--- src/rtl/aes_sha3_ctrl_pkg.sv ---
// aes_sha3_ctrl_pkg: shared state encoding, default sizes and key-split
// positions for the password-keyed encrypt-and-MAC sequencer.
package aes_sha3_ctrl_pkg;

   // Default stream sizes in bytes
   localparam int DEF_SALT_BYTES = 16;
   localparam int DEF_PW_BYTES   = 15;
   localparam int DEF_MSG_BYTES  = 16;
   localparam int DEF_TAG_BYTES  = 32;

   // Split of the 256-bit derived key: upper half AES key, lower half MAC key
   localparam int AES_KEY_MSB = 255;
   localparam int AES_KEY_LSB = 128;
   localparam int MAC_KEY_MSB = 127;
   localparam int MAC_KEY_LSB = 0;

   // Output serialiser geometry (widest stream is the 32-byte tag)
   localparam int SER_W     = 256;
   localparam int SER_CNT_W = 6;

   typedef enum logic [3:0] {
      ST_IDLE     = 4'd0,
      ST_LOAD_KEY = 4'd1,
      ST_KDF_RUN  = 4'd2,
      ST_WAIT_MSG = 4'd3,
      ST_LOAD_MSG = 4'd4,
      ST_AES_RUN  = 4'd5,
      ST_OUT_CT   = 4'd6,
      ST_MAC_RUN  = 4'd7,
      ST_OUT_TAG  = 4'd8,
      ST_DONE     = 4'd9
   } ctrl_state_e;

endpackage

--- src/rtl/aes_sha3_byte_ser.sv ---
// aes_sha3_byte_ser: loads a word plus a byte count and emits the word
// LSB byte first, one byte per cycle, with a valid flag. The first byte is
// presented in the cycle right after the load edge so the owning state
// lasts exactly nbytes cycles. dout is zero whenever valid is low.
module aes_sha3_byte_ser
   import aes_sha3_ctrl_pkg::*;
(
   input  logic                 clk,
   input  logic                 rst_n,
   input  logic                 load,
   input  logic [SER_W-1:0]     din,
   input  logic [SER_CNT_W-1:0] nbytes,
   output logic [7:0]           dout,
   output logic                 valid,
   output logic                 last
);

   logic [SER_W-1:0]     word_r;
   logic [SER_CNT_W-1:0] rem_r;
   logic [7:0]           dout_r;
   logic                 valid_r;

   // Shift the loaded word out byte by byte; clear everything once drained.
   always_ff @(posedge clk or negedge rst_n) begin
      if (!rst_n) begin
         word_r  <= '0;
         rem_r   <= '0;
         dout_r  <= 8'h00;
         valid_r <= 1'b0;
      end else if (load && (nbytes != '0)) begin
         word_r  <= {8'h00, din[SER_W-1:8]};
         dout_r  <= din[7:0];
         valid_r <= 1'b1;
         rem_r   <= nbytes - SER_CNT_W'(1);
      end else if (valid_r && (rem_r != '0)) begin
         word_r  <= {8'h00, word_r[SER_W-1:8]};
         dout_r  <= word_r[7:0];
         valid_r <= 1'b1;
         rem_r   <= rem_r - SER_CNT_W'(1);
      end else begin
         word_r  <= '0;
         dout_r  <= 8'h00;
         valid_r <= 1'b0;
         rem_r   <= '0;
      end
   end

   assign dout  = dout_r;
   assign valid = valid_r;
   assign last  = valid_r && (rem_r == '0);

endmodule

--- src/rtl/aes_sha3_seq_ctrl.sv ---
// aes_sha3_seq_ctrl: top-level sequencer of the password-keyed
// encrypt-and-MAC engine. Collects salt+password, runs the KDF, collects the
// message, runs AES, streams the cipher, runs HMAC and streams the tag.
// Optional build macro CTRL_WDT_EN adds a per-wait watchdog that aborts to
// IDLE and raises a sticky o_err; without it waits are unbounded and o_err
// is tied low.
module aes_sha3_seq_ctrl
   import aes_sha3_ctrl_pkg::*;
#(
   parameter int SALT_BYTES = DEF_SALT_BYTES,
   parameter int PW_BYTES   = DEF_PW_BYTES,
   parameter int MSG_BYTES  = DEF_MSG_BYTES,
   parameter int TAG_BYTES  = DEF_TAG_BYTES,
   parameter int WDT_CYCLES = 4096
)(
   input  logic                    clk,
   input  logic                    rst_n,
   input  logic [7:0]              i_data,
   input  logic                    i_start,
   input  logic                    i_mode,
   output logic [7:0]              o_data,
   output logic                    o_valid,
   output logic                    o_ien,
   output logic                    o_err,
   output logic                    kdf_start,
   output logic [8*SALT_BYTES-1:0] kdf_salt,
   output logic [8*PW_BYTES-1:0]   kdf_pw,
   input  logic                    kdf_done,
   input  logic [255:0]            kdf_key,
   output logic                    aes_start,
   output logic                    aes_mode,
   output logic [127:0]            aes_key,
   output logic [8*MSG_BYTES-1:0]  aes_din,
   input  logic                    aes_done,
   input  logic [8*MSG_BYTES-1:0]  aes_dout,
   output logic                    mac_start,
   output logic [127:0]            mac_key,
   output logic [8*MSG_BYTES-1:0]  mac_msg,
   input  logic                    mac_done,
   input  logic [8*TAG_BYTES-1:0]  mac_tag
);

   localparam int KEY_BYTES = SALT_BYTES + PW_BYTES;
   localparam int KEY_W     = 8 * KEY_BYTES;
   localparam int SALT_W    = 8 * SALT_BYTES;
   localparam int PW_W      = 8 * PW_BYTES;
   localparam int MSG_W     = 8 * MSG_BYTES;
   localparam int CNT_W     = $clog2(KEY_BYTES + 1);

   localparam logic [CNT_W-1:0] KEY_LAST = CNT_W'(KEY_BYTES - 1);
   localparam logic [CNT_W-1:0] MSG_LAST = CNT_W'(MSG_BYTES - 1);

   ctrl_state_e          state_r;
   ctrl_state_e          state_nxt_s;

   logic [KEY_W-1:0]     key_sr_r;
   logic [MSG_W-1:0]     msg_sr_r;
   logic [CNT_W-1:0]     cnt_r;
   logic [CNT_W-1:0]     cnt_inc_s;
   logic                 aes_mode_r;

   logic [127:0]         aes_key_r;
   logic [127:0]         mac_key_r;
   logic [MSG_W-1:0]     mac_msg_r;
   logic                 kdf_start_r;
   logic                 aes_start_r;
   logic                 mac_start_r;
   logic                 o_ien_r;

   logic                 kdf_ok_s;
   logic                 aes_ok_s;
   logic                 mac_ok_s;
   logic                 wdt_expire_s;

   logic                 ser_load_s;
   logic [SER_W-1:0]     ser_din_s;
   logic [SER_CNT_W-1:0] ser_n_s;
   logic [7:0]           ser_dout_s;
   logic                 ser_valid_s;
   logic                 ser_last_s;

   // Byte counter saturates at all-ones instead of wrapping.
   assign cnt_inc_s = (cnt_r == {CNT_W{1'b1}}) ? cnt_r : (cnt_r + CNT_W'(1));

   // State register.
   always_ff @(posedge clk or negedge rst_n) begin
      if (!rst_n) begin
         state_r <= ST_IDLE;
      end else begin
         state_r <= state_nxt_s;
      end
   end

   // Next-state decode plus the accept strobes for done pulses and serialiser loads.
   always_comb begin
      state_nxt_s = state_r;
      kdf_ok_s    = 1'b0;
      aes_ok_s    = 1'b0;
      mac_ok_s    = 1'b0;
      ser_load_s  = 1'b0;
      ser_din_s   = '0;
      ser_n_s     = '0;
      case (state_r)
         ST_IDLE: begin
            if (i_start) begin
               state_nxt_s = ST_LOAD_KEY;
            end else begin
               state_nxt_s = ST_IDLE;
            end
         end
         ST_LOAD_KEY: begin
            if (!i_start) begin
               state_nxt_s = ST_IDLE;
            end else if (cnt_r == KEY_LAST) begin
               state_nxt_s = ST_KDF_RUN;
            end else begin
               state_nxt_s = ST_LOAD_KEY;
            end
         end
         ST_KDF_RUN: begin
            if (kdf_done) begin
               kdf_ok_s    = 1'b1;
               state_nxt_s = ST_WAIT_MSG;
            end else if (wdt_expire_s) begin
               state_nxt_s = ST_IDLE;
            end else begin
               state_nxt_s = ST_KDF_RUN;
            end
         end
         ST_WAIT_MSG: begin
            if (i_start) begin
               state_nxt_s = ST_LOAD_MSG;
            end else begin
               state_nxt_s = ST_WAIT_MSG;
            end
         end
         ST_LOAD_MSG: begin
            if (!i_start) begin
               state_nxt_s = ST_WAIT_MSG;
            end else if (cnt_r == MSG_LAST) begin
               state_nxt_s = ST_AES_RUN;
            end else begin
               state_nxt_s = ST_LOAD_MSG;
            end
         end
         ST_AES_RUN: begin
            if (aes_done) begin
               aes_ok_s    = 1'b1;
               ser_load_s  = 1'b1;
               ser_din_s   = {{(SER_W-MSG_W){1'b0}}, aes_dout};
               ser_n_s     = SER_CNT_W'(MSG_BYTES);
               state_nxt_s = ST_OUT_CT;
            end else if (wdt_expire_s) begin
               state_nxt_s = ST_IDLE;
            end else begin
               state_nxt_s = ST_AES_RUN;
            end
         end
         ST_OUT_CT: begin
            if (ser_last_s) begin
               state_nxt_s = ST_MAC_RUN;
            end else begin
               state_nxt_s = ST_OUT_CT;
            end
         end
         ST_MAC_RUN: begin
            if (mac_done) begin
               mac_ok_s    = 1'b1;
               ser_load_s  = 1'b1;
               ser_din_s   = SER_W'(mac_tag);
               ser_n_s     = SER_CNT_W'(TAG_BYTES);
               state_nxt_s = ST_OUT_TAG;
            end else if (wdt_expire_s) begin
               state_nxt_s = ST_IDLE;
            end else begin
               state_nxt_s = ST_MAC_RUN;
            end
         end
         ST_OUT_TAG: begin
            if (ser_last_s) begin
               state_nxt_s = ST_DONE;
            end else begin
               state_nxt_s = ST_OUT_TAG;
            end
         end
         ST_DONE: begin
            state_nxt_s = ST_IDLE;
         end
         default: begin
            state_nxt_s = ST_IDLE;
         end
      endcase
   end

   // Capture salt+password and message bytes MSB first; a dropped i_start discards the partial load.
   always_ff @(posedge clk or negedge rst_n) begin
      if (!rst_n) begin
         key_sr_r   <= '0;
         msg_sr_r   <= '0;
         cnt_r      <= '0;
         aes_mode_r <= 1'b0;
      end else begin
         case (state_r)
            ST_IDLE: begin
               if (i_start) begin
                  key_sr_r   <= {{(KEY_W-8){1'b0}}, i_data};
                  cnt_r      <= CNT_W'(1);
                  aes_mode_r <= i_mode;
               end else begin
                  cnt_r <= '0;
               end
            end
            ST_LOAD_KEY: begin
               if (i_start) begin
                  key_sr_r <= {key_sr_r[KEY_W-9:0], i_data};
                  cnt_r    <= cnt_inc_s;
               end else begin
                  key_sr_r <= '0;
                  cnt_r    <= '0;
               end
            end
            ST_WAIT_MSG: begin
               if (i_start) begin
                  msg_sr_r <= {{(MSG_W-8){1'b0}}, i_data};
                  cnt_r    <= CNT_W'(1);
               end else begin
                  cnt_r <= '0;
               end
            end
            ST_LOAD_MSG: begin
               if (i_start) begin
                  msg_sr_r <= {msg_sr_r[MSG_W-9:0], i_data};
                  cnt_r    <= cnt_inc_s;
               end else begin
                  msg_sr_r <= '0;
                  cnt_r    <= '0;
               end
            end
            default: begin
               cnt_r <= '0;
            end
         endcase
      end
   end

   // Latch core results, raise start pulses on entry to each wait state and register o_ien.
   always_ff @(posedge clk or negedge rst_n) begin
      if (!rst_n) begin
         aes_key_r   <= '0;
         mac_key_r   <= '0;
         mac_msg_r   <= '0;
         kdf_start_r <= 1'b0;
         aes_start_r <= 1'b0;
         mac_start_r <= 1'b0;
         o_ien_r     <= 1'b0;
      end else begin
         if (kdf_ok_s) begin
            aes_key_r <= kdf_key[AES_KEY_MSB:AES_KEY_LSB];
            mac_key_r <= kdf_key[MAC_KEY_MSB:MAC_KEY_LSB];
         end
         if (aes_ok_s) begin
            mac_msg_r <= aes_dout;
         end
         kdf_start_r <= (state_nxt_s == ST_KDF_RUN) && (state_r != ST_KDF_RUN);
         aes_start_r <= (state_nxt_s == ST_AES_RUN) && (state_r != ST_AES_RUN);
         mac_start_r <= (state_nxt_s == ST_MAC_RUN) && (state_r != ST_MAC_RUN);
         o_ien_r     <= !((state_nxt_s == ST_IDLE) || (state_nxt_s == ST_WAIT_MSG));
      end
   end

`ifdef CTRL_WDT_EN
   localparam int WDT_W = (WDT_CYCLES > 2) ? $clog2(WDT_CYCLES) : 1;

   logic [WDT_W-1:0] wdt_cnt_r;
   logic             in_wait_s;
   logic             abort_s;
   logic             err_r;

   assign in_wait_s    = (state_r == ST_KDF_RUN) || (state_r == ST_AES_RUN) ||
                         (state_r == ST_MAC_RUN);
   assign wdt_expire_s = in_wait_s && (wdt_cnt_r == WDT_W'(WDT_CYCLES - 1));
   assign abort_s      = in_wait_s && (state_nxt_s == ST_IDLE);

   // Count cycles spent in the current core wait; restart on every state change.
   always_ff @(posedge clk or negedge rst_n) begin
      if (!rst_n) begin
         wdt_cnt_r <= '0;
      end else if (in_wait_s && (state_nxt_s == state_r)) begin
         wdt_cnt_r <= wdt_cnt_r + WDT_W'(1);
      end else begin
         wdt_cnt_r <= '0;
      end
   end

   // Sticky abort flag, cleared when the first byte of a new key load is accepted.
   always_ff @(posedge clk or negedge rst_n) begin
      if (!rst_n) begin
         err_r <= 1'b0;
      end else if (abort_s) begin
         err_r <= 1'b1;
      end else if ((state_r == ST_IDLE) && i_start) begin
         err_r <= 1'b0;
      end else begin
         err_r <= err_r;
      end
   end

   assign o_err = err_r;
`else
   assign wdt_expire_s = 1'b0;
   assign o_err        = 1'b0;
`endif

   aes_sha3_byte_ser u_ser (
      .clk    (clk),
      .rst_n  (rst_n),
      .load   (ser_load_s),
      .din    (ser_din_s),
      .nbytes (ser_n_s),
      .dout   (ser_dout_s),
      .valid  (ser_valid_s),
      .last   (ser_last_s)
   );

   assign o_data    = ser_dout_s;
   assign o_valid   = ser_valid_s;
   assign o_ien     = o_ien_r;
   assign kdf_start = kdf_start_r;
   assign kdf_salt  = key_sr_r[KEY_W-1 -: SALT_W];
   assign kdf_pw    = key_sr_r[PW_W-1:0];
   assign aes_start = aes_start_r;
   assign aes_mode  = aes_mode_r;
   assign aes_key   = aes_key_r;
   assign aes_din   = msg_sr_r;
   assign mac_start = mac_start_r;
   assign mac_key   = mac_key_r;
   assign mac_msg   = mac_msg_r;

endmodule

--- config.mk ---
export PLATFORM = sky130hd
export DESIGN_NAME = aes_sha3_seq_ctrl
export DESIGN_NICKNAME = d
export VERILOG_FILES = /design/src/rtl/aes_sha3_ctrl_pkg.sv /design/src/rtl/aes_sha3_byte_ser.sv /design/src/rtl/aes_sha3_seq_ctrl.sv
export SDC_FILE = /design/constraint.sdc
export NUM_CORES = 1
export LEC_CHECK = 0
export CAP_MARGIN = 5
export CELL_PAD_IN_SITES_DETAIL_PLACEMENT = 2
export CELL_PAD_IN_SITES_GLOBAL_PLACEMENT = 2
export CORE_AREA = 2 2 555 557
export CTS_BUF_LIST = sky130_fd_sc_hd__clkbuf_16
export DETAILED_ROUTE_END_ITERATION = 10
export DIE_AREA = 0 0 557 559
export GPL_TIMING_DRIVEN = 0
export HOLD_SLACK_MARGIN = 0.08
export PLACE_DENSITY_LB_ADDON = 0.1
export SLEW_MARGIN = 10
export SYNTH_ARGS = -nofsm -noshare
export SYNTH_HDL_FRONTEND = slang
export SYNTH_SLANG_ARGS = --single-unit
--- constraint.sdc ---
create_clock -name clk -period 3.23 [get_ports clk]
set_input_delay 0.646 -clock clk [delete_from_list [all_inputs] [get_ports clk]]
set_output_delay 0.646 -clock clk [all_outputs]
set_load 0.01 [all_outputs]
After elaboration in Yosys (flattened, before gate mapping) --
Cells that the tools add are included.
Word-level totals: flip-flop bits (word level) 1045, input bits 655, output and inout port bits 775, logic and storage cells 102
Operators by class: $add $sub $neg 3, equality and inequality tests 21, mux-type cells 42, reductions and logical operators 20
Operators with widths (count):
- 2-to-1 mux 248 bit | 4
- one-hot mux 256 bit (2 select lines) | 1
- one-hot mux 248 bit (2 select lines) | 1
- 2-to-1 mux 128 bit | 3
- 2-to-1 mux 256 bit | 1
- one-hot mux 128 bit (2 select lines) | 1
- one-hot mux 4 bit (9 select lines) | 1
- equality test 4 x 3 -> 1 bit (second input constant) | 6
- 2-to-1 mux 6 bit | 3
- equality test 4 x 2 -> 1 bit (second input constant) | 4
- 2-to-1 mux 8 bit | 2
- 2-to-1 mux 5 bit | 3
- 2-to-1 mux 1 bit | 13
- one-hot mux 6 bit (2 select lines) | 1
- nonzero test 6 bit | 2
- subtractor 6 x 1 -> 6 bit (second input constant) | 2
- equality test 5 bit (second input constant) | 2
- one-hot mux 5 bit (2 select lines) | 1
- logical NOT 4 bit | 2
- != test 4 x 3 -> 1 bit (second input constant) | 2
- logical AND 1 bit | 6
- logical NOT 6 bit | 1
- 2-to-1 mux 2 bit | 3
- 2-to-1 mux 3 bit | 2
- other kinds (14) | 19

Logic depth before layout (Yosys ltp) --
Gate-level depths: netlist of the first run.
depth in word-level cells 7, mapped depth 12, gate-level depth less buffers 8

Modules after synthesis --
Synthesis of the first run repeated with hierarchy kept, for this count alone.
Second synthesis, totals: cell total of the unflattened synthesis 3054, area, all modules 39902.0 µm²
Modules (own cells, without submodules):
- aes_sha3_seq_ctrl | instances 1, cells each 2439, area each 30396.7 µm²
- aes_sha3_byte_ser | instances 1, cells each 615, area each 9505.4 µm²

Worst setup path before layout of the first run --
Ideal clock, no wire load.
path kind input to register, start point input aes_done, end point register u_ser.word_r[100], setup time 78 ps, arrival time 2332 ps, path slack 819 ps, stages on the path 11, path buffers 5, cell sequence and3_1 buf_2 inv_2 clkbuf_1 ha_1 a21o_4 nor2b_1 buf_2 buf_2 buf_2 o2bb2ai_1
Between the ends: cells in the longest elaborated chain, start to end 5, elaborated cells on any way between the ends 9, classes of those cells mux: 7; reduce/logical: 2
RTL lines:
- from (decl) | RTL line aes_sha3_seq_ctrl.sv:34 | input logic aes_done,
- 2-to-1 mux 5 bit | RTL line aes_sha3_seq_ctrl.sv:147 | if (aes_done) begin
- one-hot mux 6 bit (2 select lines) | RTL line aes_sha3_seq_ctrl.sv:103 | case (state_r)
- nonzero test 6 bit | RTL line aes_sha3_byte_ser.sv:30 | end else if (load && (nbytes != '0)) begin
- logical AND 1 bit | RTL line aes_sha3_byte_ser.sv:30
- 2-to-1 mux 248 bit (*) | RTL line aes_sha3_byte_ser.sv:30
- to (signal assigned) | RTL line aes_sha3_byte_ser.sv:31 | word_r <= {8'h00, din[SER_W-1:8]};
- to (signal assigned) | RTL line aes_sha3_byte_ser.sv:36 | word_r <= {8'h00, word_r[SER_W-1:8]};
- to (decl) | RTL line aes_sha3_byte_ser.sv:18 | logic [SER_W-1:0] word_r;
Every way passes the cells marked *; elsewhere a longest branch is shown, timed or not. A chain may end at the register's enable or synchronous reset.

Worst setup path in the final report of the first run --
start point register state_r[1], end point register u_ser.word_r[235]
Between the ends: cells in the longest elaborated chain, start to end 5, elaborated cells on any way between the ends 8, classes of those cells eq/ne: 2; mux: 4; reduce/logical: 2
RTL lines:
- from (decl) | RTL line aes_sha3_seq_ctrl.sv:53 | ctrl_state_e state_r;
- from (signal assigned) | RTL line aes_sha3_seq_ctrl.sv:90 | state_r <= state_nxt_s;
- equality test 4 x 3 -> 1 bit, on equally long branches
- one-hot mux 6 bit (2 select lines) | RTL line aes_sha3_seq_ctrl.sv:103
- nonzero test 6 bit | RTL line aes_sha3_byte_ser.sv:30
- logical AND 1 bit | RTL line aes_sha3_byte_ser.sv:30
- 2-to-1 mux 248 bit (*) | RTL line aes_sha3_byte_ser.sv:30
Marks and branches as above.

==> metrics list, run 1 <==
* Total number of vias: 31.2k
- Fmax: 337 MHz
* Cell variety after synth: 50
- Result of the run: completed
* Maximum resistive drop on vdd: 0.000319 V
- After detailed routing, the total wire length is 247000 um.
* Static Leak: 27.5 nW
- Switching part of the total: 25.0%
- Fraction of power consumed by sequential logic: 42.9%
* Area of the core region: 0.305 sq mm
- The tool flagged a number of max-cap violations equal to 0.
- In this run the biggest area consumer among cell types represents 67.3% of the synthesized area.
- Average vias per placed instance: 3.62
- End-of-flow core utilization: 20.6%
* Width of the die: roughly 560 um
- Portion of total power attributed to the clock network: 51.5%
- The initial utilization of the core area, before any placement, comes to between 10% and 20%.
- Counting every instance in the synthesized netlist gives 2786.
- For the final routed database, the setup TNS stands at 0 ps.
* Net switching power: 7.63 mW
- Required @ worst endpoint: 3860 ps
* Setup violators final: 0
- Die Span Y: 559 um
* Min-Delay Startpoint: i_start
- Clock tree synthesis inserted a total of 152 buffers.
- The min-delay analysis places its worst path in the category primary input to register.
* Synthesis-to-finish area growth: 63.2%
* Proportion of synthesized area in mux cells: 7.53%
* TritonCTS clock tree: yes
- The die covers 0.311 sq mm.
- The clock tree synthesis step divided the H-tree into 4 levels.
- Synth Area in XOR/XNOR: less than 1%
- In the post-synthesis netlist, the biggest area contributors are sky130_fd_sc_hd__dfrtp_1 (67%), sky130_fd_sc_hd__a22o_1 (11%), sky130_fd_sc_hd__mux2_2 (7.5%).
- Of all nets on the critical path, the largest fanout is 10.
- Final Wtd Congestion: around 0.77
* Count of cells along the worst register-to-register path: 12
- In this run the clock root is driven by a sky130_fd_sc_hd__clkbuf_16.
* GR Overflow Total: 0
- At the pin with the least slew margin, the transition time is 1160 ps.
* CTS sink cnt: 1037
* Deepest clock path buffer count: 4
- Fraction of power consumed by combinational cells: 5.6%
- Number of enable-type register cells in the synthesized netlist: 0
- Post-detailed-route DRC marker count: 0
* Vias in the first global route: approximately 35k
* Insertion delay of the later-clocked pin in the worst-skew pair: between 800 and 900 ps
- Uppermost metal layer occupied by signal nets: met5
* Worst reg-to-reg setup slack: 260 ps
* Final clock skew: 47.8 ps
- Worst rel slew slack: 21.9%
- Antenna violations before repair: 158
- After synthesis the cells add up to slightly below 0.04 sq mm.
- For this run, the number of Yosys warnings is 0.
- Clock edge transition at the registers on the reported setup and hold paths: 60 ps
- Internal Power: 22.8 mW
- Detailed-routed wire length on met2: approximately 130000 um
- Sequential elements use between 60 and 70% of the synthesized area.
* Main combinational cell family by area after synthesis: compound AO/OA/AOI/OAI gates
- The floorplan has ~200 rows.
- The worst setup path is captured at a register.
- Hold violation total from the final report: 0
- In this run the power density over the cells is 484 mW/mm^2.
- In this run the mean area of a mapped cell was between 10 and 15 sq um.
- Among all flip-flop cells after synthesis, the most frequent one is sky130_fd_sc_hd__dfrtp_1.
- Before antenna repair, the detailed router went through 4 iterations.
- IO Count: approximately 1.4k
- Synth Area in Adders: 0.227%
* Total routed wire length on the met1 layer: 85000 um
- The path with the worst hold slack has its endpoint at cnt_r[0]$_DFFE_PN0P_.
- At the worst endpoint, the arrival time is 3590 ps.
- Summed over all instances, the cell type with the most area after synthesis is sky130_fd_sc_hd__dfrtp_1.
- Number of flip-flops and latches in the synthesized netlist: 1037
- Total length of routed met3 wires: between 20000 and 30000 um
- Setup repair after global routing left no endpoint under its margin.
* Pin count of the biggest net entering global routing: 136
- The number of nets in the synthesized netlist is 3448.
- Global routing consumed, over all layers together, approximately 15% of the routing resources.
* Half-perimeter wire length of the detailed placement result: approximately 200000 um
- IO buf count: 1427
- The worst setup path is launched from a register.
- Routed len/inst: 28.6 um
- Cells after DPL: 8322
- Remaining antenna violation count: 0
- Of the cells placed in the final design, the portion with a size suffix greater than 1 is approximately an eighth.
* Post-Place Setup Slack: -2120 ps
* Final clock period utilization by the worst path: 91.9%
* Fin cells: 8627
* Cell depth of the worst min-delay path: 4
* Endpoint of the most critical register-to-register path: u_ser.word_r[235]$_DFF_PN0_
* Final critical-path required period: 2970 ps
* Fraction of registers with async set or reset after synthesis: 100%
- Crit Reg-Reg Startpoint: state_r[1]$_DFF_PN0_
- The synthesized netlist devotes 4.87% of its cell area to simple gates.
- Net total in the final layout: 5040
- Final worst slack: between 200 and 300 ps
- Compound-Gate Fraction of Synth Area: around 17%
- By startpoint and endpoint, the worst setup path is classified as register to register.
- Wire length of the first global-routing pass: 331000 um
- Count of routing violations after the opening detailed-route iteration: between 1k and 1.5k
- The max-slew violation count was 0.
## cells in the final DEF (no fill, tap or decap), types with 8 or more instances in the layout
master / instances
sky130_fd_sc_hd__nand2b_1: 9
sky130_fd_sc_hd__diode_2: 38
sky130_fd_sc_hd__clkdlybuf4s50_1: 1426
sky130_fd_sc_hd__nor2_1: 10
sky130_fd_sc_hd__mux2_2: 258
sky130_fd_sc_hd__and2_1: 9
sky130_fd_sc_hd__clkinv_1: 29
sky130_fd_sc_hd__clkbuf_2: 22
sky130_fd_sc_hd__dfrtp_1: 1035
sky130_fd_sc_hd__inv_1: 51
sky130_fd_sc_hd__o2bb2ai_1: 128
sky130_fd_sc_hd__buf_2: 71
sky130_fd_sc_hd__a22o_1: 490
sky130_fd_sc_hd__a22oi_1: 129
sky130_fd_sc_hd__buf_16: 9
sky130_fd_sc_hd__clkbuf_1: 110
sky130_fd_sc_hd__buf_6: 10
sky130_fd_sc_hd__clkinv_2: 20
sky130_fd_sc_hd__nand2_1: 393
sky130_fd_sc_hd__buf_1: 8
sky130_fd_sc_hd__o21ai_0: 8
sky130_fd_sc_hd__clkbuf_16: 157
## logic make-up (layout without fill, tap and decap cells)
logic type	after synthesis	count (layout)
other cells	1	39
xor+xnor	7	7
buf+inv	237	1940
flops	1037	1037
mux	258	258
simple gates	458	458
fa+ha+maj	7	7
compound gates	781	781
## worst max path at each step
| stage | slack (ps) | to | start |
|---|---|---|---|
| finish | 260 | u_ser.word_r[235]$_DFF_PN0_ | state_r[1]$_DFF_PN0_ |
| global route | 0.8 | u_ser.word_r[65]$_DFF_PN0_ | state_r[0]$_DFF_PN0_ |
| CTS | 20 | u_ser.word_r[1]$_DFF_PN0_ | state_r[3]$_DFF_PN0_ |
| detailed placement | -2120 | u_ser.word_r[230]$_DFF_PN0_ | aes_done |
| global placement | -55900 | aes_key[27]$_DFFE_PN0P_ | rst_n |
| floorplan | 820 | u_ser.word_r[100]$_DFF_PN0_ | aes_done |
## Yosys cell counts (7+ instances only)
cell type and n:
sky130_fd_sc_hd__buf_6 10, sky130_fd_sc_hd__a22oi_1 129, sky130_fd_sc_hd__a22o_1 496, sky130_fd_sc_hd__and2_1 9, sky130_fd_sc_hd__nand2_1 393, sky130_fd_sc_hd__ha_1 7
sky130_fd_sc_hd__o2bb2ai_1 128, sky130_fd_sc_hd__dfrtp_1 1037, sky130_fd_sc_hd__buf_1 8, sky130_fd_sc_hd__nand2b_1 9, sky130_fd_sc_hd__o21ai_0 8, sky130_fd_sc_hd__buf_2 74
sky130_fd_sc_hd__nor2_1 12, sky130_fd_sc_hd__mux2_2 258, sky130_fd_sc_hd__clkbuf_1 136
## flip-flops by register name, indices dropped and copies added, names as in the netlist
signal        flops
state_r           4
u_ser.rem_r       6
u_ser.valid       1
aes_din         128
mac_start         1
u_ser.word_r    248
aes_mode          1
kdf_start         1
cnt_r             5
aes_start         1
mac_msg         128
key_sr_r        248
aes_key         128
o_ien             1
mac_key         128
u_ser.dout        8
## power groups by stage
stage	Sequential (mW)	Clock (mW)	Combinational, mW
2_1_floorplan	13.3	0	0.243
3_3_place_gp	13.3	0	1.59
3_5_place_dp	13.3	0	1.75
4_1_cts	13.1	16.6	1.77
5_1_grt	13.1	17.0	1.85
6_report	13.1	15.7	1.70
## worst max-delay path, cell delays in order (launching register included)
cell and delay, ps:
sky130_fd_sc_hd__dfrtp_2 480, sky130_fd_sc_hd__nor2b_4 200, sky130_fd_sc_hd__and3_1 180, sky130_fd_sc_hd__buf_4 200, sky130_fd_sc_hd__inv_2 90, sky130_fd_sc_hd__clkbuf_8 200
sky130_fd_sc_hd__ha_2 240, sky130_fd_sc_hd__a21o_4 220, sky130_fd_sc_hd__nor2b_1 130, sky130_fd_sc_hd__buf_2 180, sky130_fd_sc_hd__buf_8 190, sky130_fd_sc_hd__buf_6 160
sky130_fd_sc_hd__a22o_2 300
## cell type report
class                      instances  area [sq um]
antenna                           38          95.1
buffer                           229          1090
clock buffer                     156          3900
clock inverter                   109           596
fill                           33500        242000
inverter                           7          26.3
multi-input combinational       1512         11600
sequential                      1037         26000
tap                             4100          5130
timing repair buffer            1439         14600
## per-stage QoR
stage | total power, mW | hold slack [ps] | cell area, sq um
after global routing | 31.9 | 323 | 62900
after floorplan | 13.5 | 350 | 38600
after CTS | 31.4 | 249 | 62800
final | 30.5 | 359 | 63000
after detailed placement | 15.0 | 447 | 58200
after global placement | 14.9 | 441 | 58000
## timing repair
action	in CTS	in global routing
hold buffers	1	0
endpoints found under the setup margin	483	156
pin swaps	0	0
buffers inserted	1	0
resized for setup	43	6
cloned	0	1
endpoints found under the hold margin	101	0
## metal layers
| metal | global-route usage, % | vias to the layer above |
|---|---|---|
| li1 | - | 13500 |
| met1 | 15.5 | 16000 |
| met2 | 28.9 | 1217 |
| met3 | 7.24 | 431 |
| met4 | 2.93 | 94 |
| met5 | 0 | - |
Power figures use the tool's default switching activity.
==> inputs of run 2 (changes only) <==
--- a/config.mk
+++ b/config.mk
@@ -7,9 +7,10 @@
 export LEC_CHECK = 0
+export ABC_AREA = 1
 export CAP_MARGIN = 5
-export CELL_PAD_IN_SITES_DETAIL_PLACEMENT = 2
+export CELL_PAD_IN_SITES_DETAIL_PLACEMENT = 1
 export CELL_PAD_IN_SITES_GLOBAL_PLACEMENT = 2
-export CORE_AREA = 2 2 555 557
+export CORE_AREA = 2 2 556 558
 export CTS_BUF_LIST = sky130_fd_sc_hd__clkbuf_16
 export DETAILED_ROUTE_END_ITERATION = 10
-export DIE_AREA = 0 0 557 559
+export DIE_AREA = 0 0 558 560
 export GPL_TIMING_DRIVEN = 0
--- a/constraint.sdc
+++ b/constraint.sdc
@@ -3,2 +3,2 @@
 set_output_delay 0.646 -clock clk [all_outputs]
-set_load 0.01 [all_outputs]
+set_load 0.005 [all_outputs]
==> run 2 against run 1 <==
Flip-flop and latch count stayed put; global-route usage is 0.71 points higher; synthesized cell count is 39% higher; die area is 0.36% higher; total power is 3.3% higher; sequential power hardly changed; via count is 13% higher; sequential share of layout area is 1.3 points lower; routed wire length is 5.2% higher; clock skew hardly changed; count of clock-buffer cells in the layout is 1 higher.
==> metrics list, run 2 <==
* Result of the run: completed
* GR Overflow Total: 0
* Total number of vias: 35.3k
- Number of enable-type register cells in the synthesized netlist: 0
- Static Leak: 30.1 nW
- Cell variety after synth: 28
- In the post-route analysis, the smallest setup slack over all paths is 282 ps.
- Critical path start-end classification: register to register
* Wire length of the first global-routing pass: 348000 um
- Number of levels in the clock H-tree: 4
- Among all cell types in the netlist, the one instantiated most often is sky130_fd_sc_hd__nand2_1.
- For the pin with the worst max-slew slack, the measured transition is around 900 ps.
* Antenna violations before repair: 137
- Effective utilization at floorplan: between 10% and 20%
- TritonCTS built the clock tree.
- Post-detailed-route DRC marker count: 0
- Required @ worst endpoint: 3930 ps
- Each instance of the synthesized netlist takes up on average 10.5 sq um.
* Total track usage: 16.2%
- Insertion delay of the later-clocked pin in the worst-skew pair: 810 ps
* Max Fanout on Critical Path: 10
* Number of flip-flops and latches in the synthesized netlist: 1037
- The signal on the critical path passes through nor2_1 > nand3_1 > buf_2 > buf_2 > mux2_2.
* Most common library cell in the layout ignoring fill and taps: sky130_fd_sc_hd__clkdlybuf4s50_1
* Vias in the first global route: 39.5k
* Setup violators final: 0
- Area fraction of the dominant cell type after synthesis: 63.9%
* Half-perimeter wire length of the detailed placement result: roughly 210000 um
- Cell at the root of the clock tree: sky130_fd_sc_hd__clkbuf_16
- Fraction of power consumed by sequential logic: a little over two fifths
- Post-Place Setup Slack: -1940 ps
- After synthesis the cells add up to 0.0406 sq mm.
- 1430 I/O pins were placed.
* Final clock period utilization by the worst path: about nine tenths
- Primary flip-flop cell chosen by synthesis mapping: sky130_fd_sc_hd__dfrtp_1
- Area of the core region: 0.307 sq mm
* Power consumption: 31.5 mW
- Final clock skew: about 47 ps
- Most frequent cells after synthesis: sky130_fd_sc_hd__nand2_1 (1061), sky130_fd_sc_hd__dfrtp_1 (1037), sky130_fd_sc_hd__inv_1 (395), sky130_fd_sc_hd__nand3_1 (393), sky130_fd_sc_hd__mux2_2 (257)
- Capturing element type of the critical path: register
- Power spread over the standard cell area amounts to 484 mW/mm^2.
- Net total in the final layout: 6116
- Net switching is 25.6% of the power.
* Synth Warn #: 0
- The routed design has 259000 um of wire.
- Summed over all nets, the switching power comes to 8.05 mW.
- Share of the yosys chip area belonging to registers: between 60 and 70%
* CP dominant cell by count: sky130_fd_sc_hd__buf_2
* Total nets after synthesis: around 4.5k
- In this run the vertical extent of the chip is 560 um.
- IO buf count: ~1.4k
- Headroom to the max-slew limit came out at 38.8%.
- Deepest clock path buffer count: 4
- The die covers 0.312 sq mm.
* Largest regs: key_sr_r x248, u_ser.word_r x248
* Fmax: roughly 340 MHz
- Counting the fill cells in the layout gives 35.0k.
- The max-slew violation count came to 0.
- Width of the die: ~560 um
- Maximum resistive drop on vdd: 0.000317 V
* Reported max-cap violation count: 0
- The worst hold path belongs to the class primary input to async pin.
* Cell with the largest stage delay on the worst path: sky130_fd_sc_hd__nand3_1
- The number of clock buffers added by TritonCTS is ~150.
- Critical path data arrival time: approximately 3700 ps
- The final-report hold violation count was 0.
- Largest stage delay on the critical path: between 700 and 800 ps
- The detail route stage leaves a number of antenna-violating nets equal to 0.
* Count of routing violations after the opening detailed-route iteration: 1488
* Final Wtd Congestion: 0.802
* Final critical-path required period: 2950 ps
- Counting every instance in the synthesized netlist gives 3859.
* Top cell type by total area after synthesis: sky130_fd_sc_hd__dfrtp_1
- Internal power comes to 23.4 mW.
* Kind of start point of the critical path: register
- Portion of total power attributed to the clock network: 50.8%
- Top cells by area, synth: sky130_fd_sc_hd__dfrtp_1 (64%), sky130_fd_sc_hd__nand2_1 (9.8%), sky130_fd_sc_hd__mux2_2 (7.1%)
- The floorplan has 204 rows.
- Clock-pin slew was measured on the worst setup and hold paths at 60 ps.
- The multi-input combinational cells in the finished layout cover a total of 0.0119 sq mm.
- Average vias per placed instance: 3.64
- Share of layout cells above drive strength 1: a little under an eighth
- Flip-flop and latch area: 0.0259 sq mm
* Pin count of the biggest net entering global routing: 136
- Fraction of power consumed by combinational cells: 7.2%
- Fraction of registers with async set or reset after synthesis: between 90% and 100%
* Initial DRT Pass Iterations: 5
- Unrepaired setup endpoints after global routing: no
- After detailed routing, the average wire length per cell comes to approximately 27 um.
- The clock net in this run drives a total of between 1k and 1.5k sinks.
* Most frequent cells in the layout: sky130_fd_sc_hd__clkdlybuf4s50_1 (1427), sky130_fd_sc_hd__nand2_1 (1061), sky130_fd_sc_hd__dfrtp_1 (1037)
- From synthesis to final layout, the design area changed by 60.1%.
-- run 2: cell families (layout without fill, tap and decap cells) --
family / Yosys count / count (layout) / synth area share (%)
simple gates: 1500 / 1500 / 15.1
flops: 1037 / 1037 / 63.9
buf+inv: 662 / 2361 / 6.82
compound gates: 390 / 390 / 6.69
mux: 257 / 257 / 7.13
fa+ha+maj: 7 / 7 / 0.216
xor+xnor: 5 / 5 / 0.108
other cells: 1 / 24 / 0.00923
-- run 2: power by group through the flow --
stage / Combinational, mW / Sequential [mW] / Clock [mW]
after detailed placement: 2.32 / 13.5 / 0
after global placement: 2.17 / 13.5 / 0
after floorplan: 0.481 / 13.4 / 0
after CTS: 2.34 / 13.2 / 16.9
after global routing: 2.46 / 13.2 / 17.2
final: 2.25 / 13.2 / 16.0
-- run 2: per-layer routing --
layer / track usage [%] / part of all wire, % / vias to the layer above
met5: 0 / 0.066 / -
met4: 3.18 / 2.0 / 28
met3: 6.90 / 10 / 390
met2: 28.4 / 50 / 1246
met1: 18.1 / 38 / 17700
li1: - / - / 15900
-- run 2: final timing paths --
kind | from | endpoint | slack [ps] | cells past startpoint
max reg2reg | state_r[3]$_DFF_PN0_ | aes_key[121]$_DFFE_PN0P_ | 280 | 5
min reg2reg | u_ser.word_r[93]$_DFF_PN0_ | u_ser.word_r[85]$_DFF_PN0_ | 440 | 2
min | rst_n | mac_msg[66]$_DFFE_PN0P_ | 360 | 2
max in group asynchronous | rst_n | mac_key[39]$_DFFE_PN0P_ | 360 | 6
min in group clk | mac_tag[249] | u_ser.word_r[241]$_DFF_PN0_ | 370 | 3
max | state_r[3]$_DFF_PN0_ | aes_key[121]$_DFFE_PN0P_ | 280 | 5
-- run 2: critical path, delay by kind of cell, from the launching register on --
| kind | cells | cell delay, ps |
|---|---|---|
| AND/OR/NAND/NOR | 2 | 1140 |
| buffers and inverters | 2 | 930 |
| multiplexers | 1 | 300 |
| flip-flops | 1 | 410 |
-- run 2: what timing repair did --
item / CTS / global route
endpoints found under the hold margin: 73 / 0
cloned: 0 / 1
buffers inserted: 0 / 0
setup endpoints to repair: 263 / 137
hold buffers: 1 / 0
gates resized for setup: 9 / 5
-- run 2: cell type report --
cell class / count / area share [%]
Inverter: 401 / 2.32
Tap cell: 4120 / 7.93
Buffer: 261 / 1.97
Clock inverter: 103 / 0.970
Timing Repair Buffer: 1439 / 22.4
Multi-Input combinational cell: 2160 / 18.3
Antenna cell: 23 / 0.0885
Sequential cell: 1037 / 39.9
Clock buffer: 157 / 6.04
-- run 2: metrics by stage --
stage	area [sq um]	utilization, %	std cells	hold slack (ps)	setup TNS, ps
after global routing	65000	21.2	9688	310	0
final	65000	21.2	9701	365	0
after detailed placement	60300	19.6	9416	462	-359350
after global placement	60100	19.6	9407	458	-
after floorplan	40600	-	3859	350	0
after CTS	64900	21.1	9677	261	0
==> inputs of run 3 (changes only) <==
- CORE_AREA: 2 2 556 558 -> 2 2 561 563
- DIE_AREA: 0 0 558 560 -> 0 0 563 565
- clock period: 3.23 -> 2.4 ns (I/O delays scaled with it)
==> run 3 against run 2 <==
Via count rose by 0.63%; the run now ends with hold timing left; clock power rose by 37%; design area rose by 1.1%; global-route usage fell by 0.52 points; total power rose by 36%; sequential share of layout area fell by 0.40 points.
==> metrics list, run 3 (synthesized netlist as in run 2, its figures left out) <==
* Result of the run: complete, but fails checks
* Violations in the final reports: hold timing
- Share of layout cells above drive strength 1: 12.7%
- Wire length of the first global-routing pass: 346000 um
- For the worst setup path, the data arrival time is roughly 1900 ps.
* Area enclosed by the die boundary: 0.318 sq mm
* Worst hold path type: primary input to async pin
* Deepest clock path buffer count: 4
- Total number of vias: ~36k
- The final layout contains 6126 nets.
* GR met2 Demand/Resource: 27.9%
- For this run, the slowest stage of the critical path takes 670 ps.
- TritonCTS built the clock tree.
* Fin cells: 9727
* Max Fanout on Critical Path: 2
- IO buf count: 1428
- Cell at the root of the clock tree: sky130_fd_sc_hd__clkbuf_16
- Number of levels in the clock H-tree: 4
* Ordered cell list for the critical path: clkdlybuf4s50_1
- Worst hold margin: -392 ps
* Critical path start-end classification: register to output pin
- GR Overflow Total: 0
* Count of routing violations after the opening detailed-route iteration: 1596
- Antenna violations before repair: 110
* Power consumption: approximately 43 mW
- Total track usage: 15.7%
- The congestion estimate from routability-driven global placement came to 0.761.
* GR peak layer: met2
* CTS sink cnt: between 1k and 1.5k
- On the critical path the largest part of the delay comes from buffers and inverters.
- Width of the die: around 560 um
- The number of global-route vias before repair was 40.0k.
- Max-cap violations in this run came to 0.
- Most frequent cells in the layout: sky130_fd_sc_hd__clkdlybuf4s50_1 (1363), sky130_fd_sc_hd__nand2_1 (1052), sky130_fd_sc_hd__dfrtp_1 (1023)
* Final clock skew: 34.8 ps
- Post-detailed-route DRC marker count: 0
- Number of buffers added by the clock tree synthesis step: 154
- In this run the standard cell core region covers 0.311 sq mm.
- Together, buffers and inverters on the worst path number 1.
* Cell with the largest stage delay on the worst path: sky130_fd_sc_hd__clkdlybuf4s50_1
* Fin Setup TNS: 0 ps
- STA puts the critical path data required time at between 1500 and 2000 ps.
* Final clock period utilization by the worst path: 96.9%
- Die Span Y: approximately 570 um
- The worst path in the final design needs a cycle of approximately 2300 ps, including I/O delays and setup.
- Worst rel slew slack: 37.5%
- The area growth from synthesis to layout is 61.8%.
* Pins over their slew limit: 0
- The initial utilization of the core area, before any placement, comes to 13.0%.
- The worst setup path is launched from a register.
* Clock edge transition at the registers on the reported setup and hold paths: 60 ps
- Count of standard-cell rows: 205
- In the global route stage, met1 resource usage came out at 17.8%.
- roughly 1.4k I/O pins were placed.
- In the global route stage, met3 resource usage came out at about 5.8%.
- After detailed routing, the number of vias per cell comes to 3.65.
- In the final routed layout, each cell accounts on average for 26.3 um.
- For this run, the top clock speed supported by timing is approximately 430 MHz.
- The detail route stage leaves a number of antenna-violating nets equal to 0.
- The final layout contains routed wiring with a total length of 256000 um.
- For the worst-skew pair, the clock arrives at the later sink with an insertion delay of between 800 and 900 ps.
* Slew of the pin with the lowest slew margin: 938 ps
- Hold violation total from the final report: 101
- End-of-flow core utilization: 21.1%
- Pin count of the biggest net entering global routing: around 130
* Maximum resistive drop on vdd: 0.000440 V
- The worst setup path is captured at an output pin.
- Number of filler cells placed in the layout: 35.4k
* Initial DRT Pass Iterations: 5
- After legalization and detailed placement, the total HPWL measured 203000 um.
* Most common library cell in the layout ignoring fill and taps: sky130_fd_sc_hd__clkdlybuf4s50_1
* Cells after DPL: 9435
* Total power density per cell area: 652 mW/mm^2
* Static Leak: 30.8 nW
- The largest registers in the layout are key_sr_r x248, u_ser.word_r x248.
- Setup violators final: 0
## run 3: cell count changes in the layout (fill, tap and decap cells not counted), sizes merged, moves of 8 or more
cell / previous run / this run
dlygate4sd2: 0 / 58
buf: 167 / 175
diode: 23 / 15
clkdlybuf4s50: 1427 / 1363
inv: 437 / 446
clkinv: 62 / 49
## run 3: per-stage QoR
step | setup slack [ps] | instance area [sq um] | hold WS (ps)
finish | 73.6 | 65700 | -392
global route | -0.790 | 65700 | -395
CTS | -39.4 | 65600 | -415
detailed placement | -2870 | 60300 | 463
global placement | -57060 | 60100 | 463
floorplan | 133 | 40600 | 184
## run 3: where the power goes
part	leakage, nW	internal [mW]	total, mW	switching [mW]
clock	2.45	12.8	21.9	9.17
sequential	14.2	17.7	17.8	0.125
combinational	14.2	1.52	3.12	1.59
total	30.8	32.0	42.9	10.9
## run 3: timing repair
| item | 4_1_cts | 5_1_grt |
|---|---|---|
| endpoints found under the setup margin | 952 | 354 |
| cloned | 1 | 0 |
| resized for setup | 205 | 63 |
| setup buffers | 11 | 1 |
| hold endpoints to repair | 101 | 101 |
| pin swaps | 3 | 2 |
## run 3: cell type report
class | count | area [sq um] | share of cell area (%)
diodes | 15 | 37.5 | 0.0571
inverters | 401 | 1520 | 2.31
plain buffers | 261 | 1610 | 2.45
repair buffers | 1449 | 14600 | 22.2
flip-flops and latches | 1037 | 26000 | 39.5
clock inverters | 103 | 648 | 0.986
multi-input cells | 2160 | 12100 | 18.5
clock buffers | 161 | 4030 | 6.13
well taps | 4140 | 5180 | 7.88
## run 3: layer usage
layer	wire (um)	vias to the layer above
met4	4910	26
met3	22100	385
met2	129000	1233
met5	151	-
li1	-	16000
met1	100000	17900
## run 3: path summary, 6_finish.rpt
path	cells after the start	to	start	slack, ps
setup / recovery	1	aes_din[118]	aes_din[118]$_DFFE_PN0P_	70
hold / removal	1	mac_msg[47]$_DFFE_PN0P_	rst_n	-390
setup reg to reg	10	u_ser.dout[3]$_DFF_PN0_	state_r[1]$_DFF_PN0_	120
hold reg to reg	2	u_ser.word_r[103]$_DFF_PN0_	u_ser.word_r[111]$_DFF_PN0_	460
max in group asynchronous	4	key_sr_r[80]$_DFFE_PN0P_	rst_n	360
min in group clk	3	u_ser.word_r[246]$_DFF_PN0_	mac_tag[254]	200
